--- config.mk ---
export PLATFORM = sky130hd
export DESIGN_NAME = display_scheduler
export DESIGN_NICKNAME = d
export VERILOG_FILES = /design/src/rtl/display_scheduler.sv
export SDC_FILE = /design/constraint.sdc
export NUM_CORES = 1
export LEC_CHECK = 0
export CORE_MARGIN = 10
export CORE_UTILIZATION = 38
export DETAILED_ROUTE_END_ITERATION = 12
export MAX_ROUTING_LAYER = met4
export PLACE_DENSITY = 0.86
export REMOVE_ABC_BUFFERS = 1
export SETUP_SLACK_MARGIN = 0.15
export SLEW_MARGIN = 20
export SYNTH_ARGS = -nofsm -noshare
export SYNTH_HDL_FRONTEND = slang
export SYNTH_SLANG_ARGS = --single-unit
--- constraint.sdc ---
create_clock -name clk -period 3.4 [get_ports clk]
set_input_delay 0.68 -clock clk [delete_from_list [all_inputs] [get_ports clk]]
set_output_delay 0.68 -clock clk [all_outputs]
set_load 0.02 [all_outputs]
--- src/rtl/display_scheduler.sv ---
// display_scheduler
// Time-shares one 8-digit seven-segment display between N requesters.
// Round-robin arbitration with a programmable dwell (in en ticks), optional
// blank gap between different owners, urgent preemption and a pin hold.
//
// Ports:
//   clk, reset_n     clock, asynchronous active-low reset
//   en               one-clk timing strobe; dwell and blank count in en ticks
//   req[N]           level request per requester
//   urgent[N]        preempt request, only effective with the matching req bit
//   num_in[N*W]      packed numbers, requester i at [i*W +: W]
//   dots_in[N*8]     packed dots, requester i at [i*8 +: 8]
//   dwell            show time in en ticks (0 behaves as 1)
//   pin              hold the current owner, dwell count frozen
//   num_out, dots_out  registered display data (zero unless showing)
//   grant[N]         one-hot current owner, zero in IDLE/BLANK
//   owner_idx        index of current/last owner
//   switch_pulse     one-clk pulse when grant becomes a new nonzero owner
//   state_dbg        current FSM state (0 IDLE, 1 SHOW, 2 BLANK)
module display_scheduler #(
  parameter int N           = 4,
  parameter int W           = 32,
  parameter int DWELL_W     = 8,
  parameter int BLANK_TICKS = 2
) (
  input  logic                 clk,
  input  logic                 reset_n,
  input  logic                 en,
  input  logic [N-1:0]         req,
  input  logic [N-1:0]         urgent,
  input  logic [N*W-1:0]       num_in,
  input  logic [N*8-1:0]       dots_in,
  input  logic [DWELL_W-1:0]   dwell,
  input  logic                 pin,
  output logic [W-1:0]         num_out,
  output logic [7:0]           dots_out,
  output logic [N-1:0]         grant,
  output logic [$clog2(N)-1:0] owner_idx,
  output logic                 switch_pulse,
  output logic [1:0]           state_dbg
);

  localparam int IW = $clog2(N);
  localparam int BW = (BLANK_TICKS > 0) ? $clog2(BLANK_TICKS + 1) : 1;
  localparam logic [N-1:0] ONE = N'(1);

  typedef enum logic [1:0] {IDLE = 2'd0, SHOW = 2'd1, BLANK = 2'd2} state_t;

  // What the FSM does on the next edge; decoded combinationally so the
  // sequential block is a flat apply-the-action case.
  typedef enum logic [2:0] {
    ACT_HOLD, ACT_TAKE, ACT_BLANK, ACT_IDLE, ACT_RELOAD, ACT_DEC, ACT_BDEC
  } act_t;

  state_t             state;
  act_t               act;
  logic [DWELL_W-1:0] dwell_cnt;
  logic [DWELL_W-1:0] dwell_eff;
  logic [BW-1:0]      blank_cnt;
  logic [IW-1:0]      win_idx;
  logic               win_valid;
  logic               win_urgent;
  logic [W-1:0]       num_arr  [N];
  logic [7:0]         dots_arr [N];
  int                 cand;

  for (genvar g = 0; g < N; g++) begin : g_unpack
    assign num_arr[g]  = num_in[g*W +: W];
    assign dots_arr[g] = dots_in[g*8 +: 8];
  end

  assign dwell_eff = (dwell == '0) ? DWELL_W'(1) : dwell;
  assign state_dbg = state;

  // Winner: lowest urgent&req index; otherwise first req scanning upward
  // from owner_idx+1 (wrapping). The owner itself is the last candidate,
  // so winner==owner means nobody else is asking.
  always_comb begin
    win_valid  = 1'b0;
    win_urgent = 1'b0;
    win_idx    = '0;
    cand       = 0;
    for (int i = N - 1; i >= 0; i--) begin
      if (urgent[i] && req[i]) begin
        win_urgent = 1'b1;
        win_idx    = IW'(i);
      end
    end
    if (win_urgent) begin
      win_valid = 1'b1;
    end else begin
      // Descending offset so the nearest requester overrides farther ones.
      for (int k = N; k >= 1; k--) begin
        cand = int'(owner_idx) + k;
        if (cand >= N) cand = cand - N;
        if (req[cand[IW-1:0]]) begin
          win_valid = 1'b1;
          win_idx   = cand[IW-1:0];
        end
      end
    end
  end

  // Rule priority in SHOW: urgent switch, owner drop, pin, expiry, count.
  // Urgent is tested before owner drop so a simultaneous drop+urgent skips
  // the blank gap.
  always_comb begin
    act = ACT_HOLD;
    case (state)
      IDLE: begin
        if (win_valid) act = ACT_TAKE;
      end
      SHOW: begin
        if (win_urgent && (win_idx != owner_idx)) begin
          act = ACT_TAKE;
        end else if (!req[owner_idx]) begin
          if (BLANK_TICKS > 0)  act = ACT_BLANK;
          else if (win_valid)   act = ACT_TAKE;
          else                  act = ACT_IDLE;
        end else if (pin) begin
          act = ACT_HOLD;
        end else if (en) begin
          if (dwell_cnt > DWELL_W'(1))  act = ACT_DEC;
          else if (win_idx == owner_idx) act = ACT_RELOAD;
          else if (BLANK_TICKS > 0)      act = ACT_BLANK;
          else                           act = ACT_TAKE;
        end
      end
      BLANK: begin
        if (win_urgent) begin
          act = ACT_TAKE;
        end else if (en) begin
          if (blank_cnt > BW'(1)) act = ACT_BDEC;
          else if (win_valid)     act = ACT_TAKE;
          else                    act = ACT_IDLE;
        end
      end
      default: act = ACT_IDLE;
    endcase
  end

  always_ff @(posedge clk or negedge reset_n) begin
    if (!reset_n) begin
      state        <= IDLE;
      owner_idx    <= IW'(N - 1);
      grant        <= '0;
      dwell_cnt    <= '0;
      blank_cnt    <= '0;
      switch_pulse <= 1'b0;
      num_out      <= '0;
      dots_out     <= '0;
    end else begin
      switch_pulse <= 1'b0;
      // Data follows the owner being shown this cycle, one clk behind.
      num_out  <= (state == SHOW) ? num_arr[owner_idx]  : '0;
      dots_out <= (state == SHOW) ? dots_arr[owner_idx] : '0;
      case (act)
        ACT_TAKE: begin
          state        <= SHOW;
          owner_idx    <= win_idx;
          grant        <= ONE << win_idx;
          dwell_cnt    <= dwell_eff;
          switch_pulse <= 1'b1;
        end
        ACT_BLANK: begin
          state     <= BLANK;
          grant     <= '0;
          blank_cnt <= BW'(BLANK_TICKS);
        end
        ACT_IDLE: begin
          state <= IDLE;
          grant <= '0;
        end
        ACT_RELOAD: dwell_cnt <= dwell_eff;
        ACT_DEC:    dwell_cnt <= dwell_cnt - DWELL_W'(1);
        ACT_BDEC:   blank_cnt <= blank_cnt - BW'(1);
        default: ;
      endcase
    end
  end

endmodule

==> flow_summary.ini <==
[outcome]
status = finished clean

[setup_path]
end_kind = register
criticalPathCategory = in -> reg
cpPeakStageDelay_ns = 0.56
critPathLaunchType = primary input
crit_chain = clkdlybuf4s50_1 -> a22oi_4 -> nand2_2 -> o221ai_2 -> or3b_4 -> o211a_1 -> o21ai_4 -> a21oi_2 -> a221o_1
path_buf_inv = 1
worst-path-max-fanout = 9
cp-startpoint = req[1]
r2r_start = owner_idx[0]
cp_data_arrival_time_ns = 3.27
cp_slowest_cell = clkdlybuf4s50_1
crit_required_ns = 3.61
critPathTopFamily = compound AO/OA/AOI/OAI gates

[power_and_ir_drop]
p_total_mw = 4.98
p_per_area_mw_per_mm2 = 779
peakVddDrop_mv = 0.800
p_leak_nw = 2.56

[sta]
drv_slew = 0
tightest_slew_ns = 0.894
hold_viol = 0
finalSetupViolations = 0
finClkSkew_ns = 0.0173
slew_headroom = 0.404
fin_crit_sh = 0.899
rsz0062_at_grt = yes
worst_slack_ns = 0.342
tns_ns = 0
fmax_mhz = 327
finalCriticalPeriod_ns = 3.06

[finish]
postLayoutCellArea_mm2 = 0.00639
drive_above_1_share = 0.163
nNetsFinal = 719
num_antenna_cells = 0
fin_util = 0.660
syn_to_final_growth_pct = 71.4

[floorplan]
die_h_um = 119
core_area_mm2 = 0.00968
std_cell_rows = 36
dieWidth_um = 119
die_area_mm2 = 0.0142
initial_core_util = 0.385
io_pins = 229

[logic_synthesis]
synth_area_leader_cell = dfrtp_1
synth_warnings = 0
synth.area.top_cells = dfrtp_1 (38%), mux4_2 (24%), and2_1 (7.5%)
yosys-top-cells-count = dfrtp_1 (57), and2_1 (45), mux4_2 (40), nand2_1 (18), nor2_1 (12)
async_flop_share = 1.00
ys.flop_type = dfrtp_1
synth_top_area_frac = 0.382
synthesis.area_mm2 = 0.00373
synth-seq-area-share = 0.396
synthCells = 304
synth-edff-count = 0
ys_types = 61
ys_ff_latch = 59
avgSynthCellArea_um2 = 12.3
yosysMostFrequentCell = dfrtp_1

[global_routing]
gr-usage-met1 = 0.242
grt_use_met3 = 0.0520
grt_pass1_wl_um = 23200
antenna_found_initial = 0
grtUsageTotal = 0.216
use_met2 = 0.375
grt_max_degree = 44
top_usage_layer = met2
grt_overflow_total = 0
grt_pass1_vias = 3854

[cts]
cts_hold_buf = 0
cts-htree-levels = 3
clkTransAtPathRegs_ns = 0.08
cts.path.max_buffers = 2
cts-root-buf = clkbuf_8
clk-insertion-delay-late_ns = 0.34
cts.sinks = 59
numCtsBuffers = 9
cts_tree = yes

[place]
gp_congestion = 0.875
dp_hpwl_um = 12700
portBuffers = 228
post-place-ws_ns = -0.0624
place_area_mm2 = 0.00618

[drt]
post_drt_wl_per_cell_um = 22.6
drc = 0
ant_nets = 0
vias = 3634
drt_iter0_drc = 214
totalWireLength_um = 15200
vias_per_cell = 5.39
first_pass_iters = 4

[flow_run]
drv_cap = 0

[min_path]
hp-class = in -> async
-- cells by family after synthesis --
kind of cell             synth area share
adder cells (fa/ha/maj)            0.0127
AO/OA/AOI/OAI                       0.130
AND/OR/NAND/NOR                     0.172
flip-flops                          0.396
XOR/XNOR                          0.00939
buffers and inverters              0.0252
multiplexers                        0.254
-- metal layers --
layer / vias to the layer above / share of wire
li1: 1630 / -
met1: 1809 / 0.39
met2: 175 / 0.52
met3: 20 / 0.066
met4: 0 / 0.020
met5: - / 0
-- worst paths after layout --
path,cells past startpoint,end,slack (ns)
hold reg to reg,1,blank_cnt[0],0.50
setup reg to reg,8,owner_idx[1],0.61
setup / recovery,9,dwell_cnt[3],0.34
min in group clk,1,blank_cnt[0],0.50
max in group asynchronous,2,num_out[29],2.11
hold / removal,1,num_out[15],0.47
-- repair_timing --
item	4_1_cts	5_1_grt
gates resized for setup	0	5
hold endpoints to repair	0	0
setup endpoints to repair	0	14
buffers inserted	0	1
-- layout by cell type (no fill, tap or decap), drive strengths merged, types with 2 or more instances in the layout --
| master | synthesis | final |
|---|---|---|
| clkdlybuf4s50 | 0 | 224 |
| a21boi | 2 | 2 |
| clkbuf | 9 | 11 |
| nand2 | 19 | 19 |
| and2 | 45 | 45 |
| a2bb2oi | 2 | 2 |
| a221o | 7 | 7 |
| a22o | 2 | 2 |
| o211ai | 2 | 2 |
| xnor2 | 3 | 3 |
| nor3 | 8 | 8 |
| nor4 | 3 | 3 |
| nor2b | 5 | 5 |
| ha | 3 | 3 |
| a211o | 2 | 2 |
| nor2 | 13 | 13 |
| a32o | 3 | 3 |
| dfrtp | 57 | 57 |
| o21ai | 8 | 8 |
| a22oi | 6 | 6 |
| buf | 9 | 12 |
| mux4 | 41 | 41 |
| a21o | 4 | 4 |
| nand2b | 3 | 3 |
| nor3b | 4 | 4 |
| nand3 | 5 | 5 |
| clkinvlp | 0 | 3 |
| or3b | 2 | 2 |
| dfstp | 2 | 2 |
| a21oi | 10 | 10 |
| dlymetal6s2s | 0 | 3 |
| inv | 5 | 6 |
| or4 | 2 | 2 |
-- area by class of cell --
cell class / instances / area [µm²]
clock buffer: 11 / 151
clock inverter: 5 / 36.3
fill: 738 / 3290
inverter: 5 / 18.8
multi-input combinational: 222 / 2170
sequential: 59 / 1480
tap: 133 / 166
timing repair buffer: 239 / 2370
-- flip-flops by register name (all words and copies together) (netlist names) --
| register | cells |
|---|---|
| dwell_cnt | 8 |
| dots_out | 8 |
| state_dbg | 2 |
| switch_pulse | 1 |
| num_out | 32 |
| blank_cnt | 2 |
| grant | 4 |
| owner_idx | 2 |
-- metrics by stage --
step | hold WS [ns] | std cells
after floorplan | 0.384 | 286
after global placement | 0.465 | 657
after detailed placement | 0.489 | 657
after CTS | 0.484 | 673
after global routing | 0.537 | 674
final | 0.467 | 674
-- worst reg2reg max path, stage by stage (launching register included) --
cell	delay [ns]
dfstp_4	0.69
mux4_1	0.64
nand3_1	0.12
or2_2	0.13
o21ai_0	0.12
a21oi_2	0.28
o21ai_4	0.13
nor2_2	0.25
mux2_1	0.35
-- power breakdown --
| group | total, mW | internal (mW) | switching, mW |
|---|---|---|---|
| combinational | 3.15 | 1.63 | 1.52 |
| sequential | 1.24 | 1.04 | 0.206 |
| clock | 0.587 | 0.305 | 0.282 |
| total | 4.98 | 2.97 | 2.01 |
No activity file was read; power rests on OpenSTA's default activity.
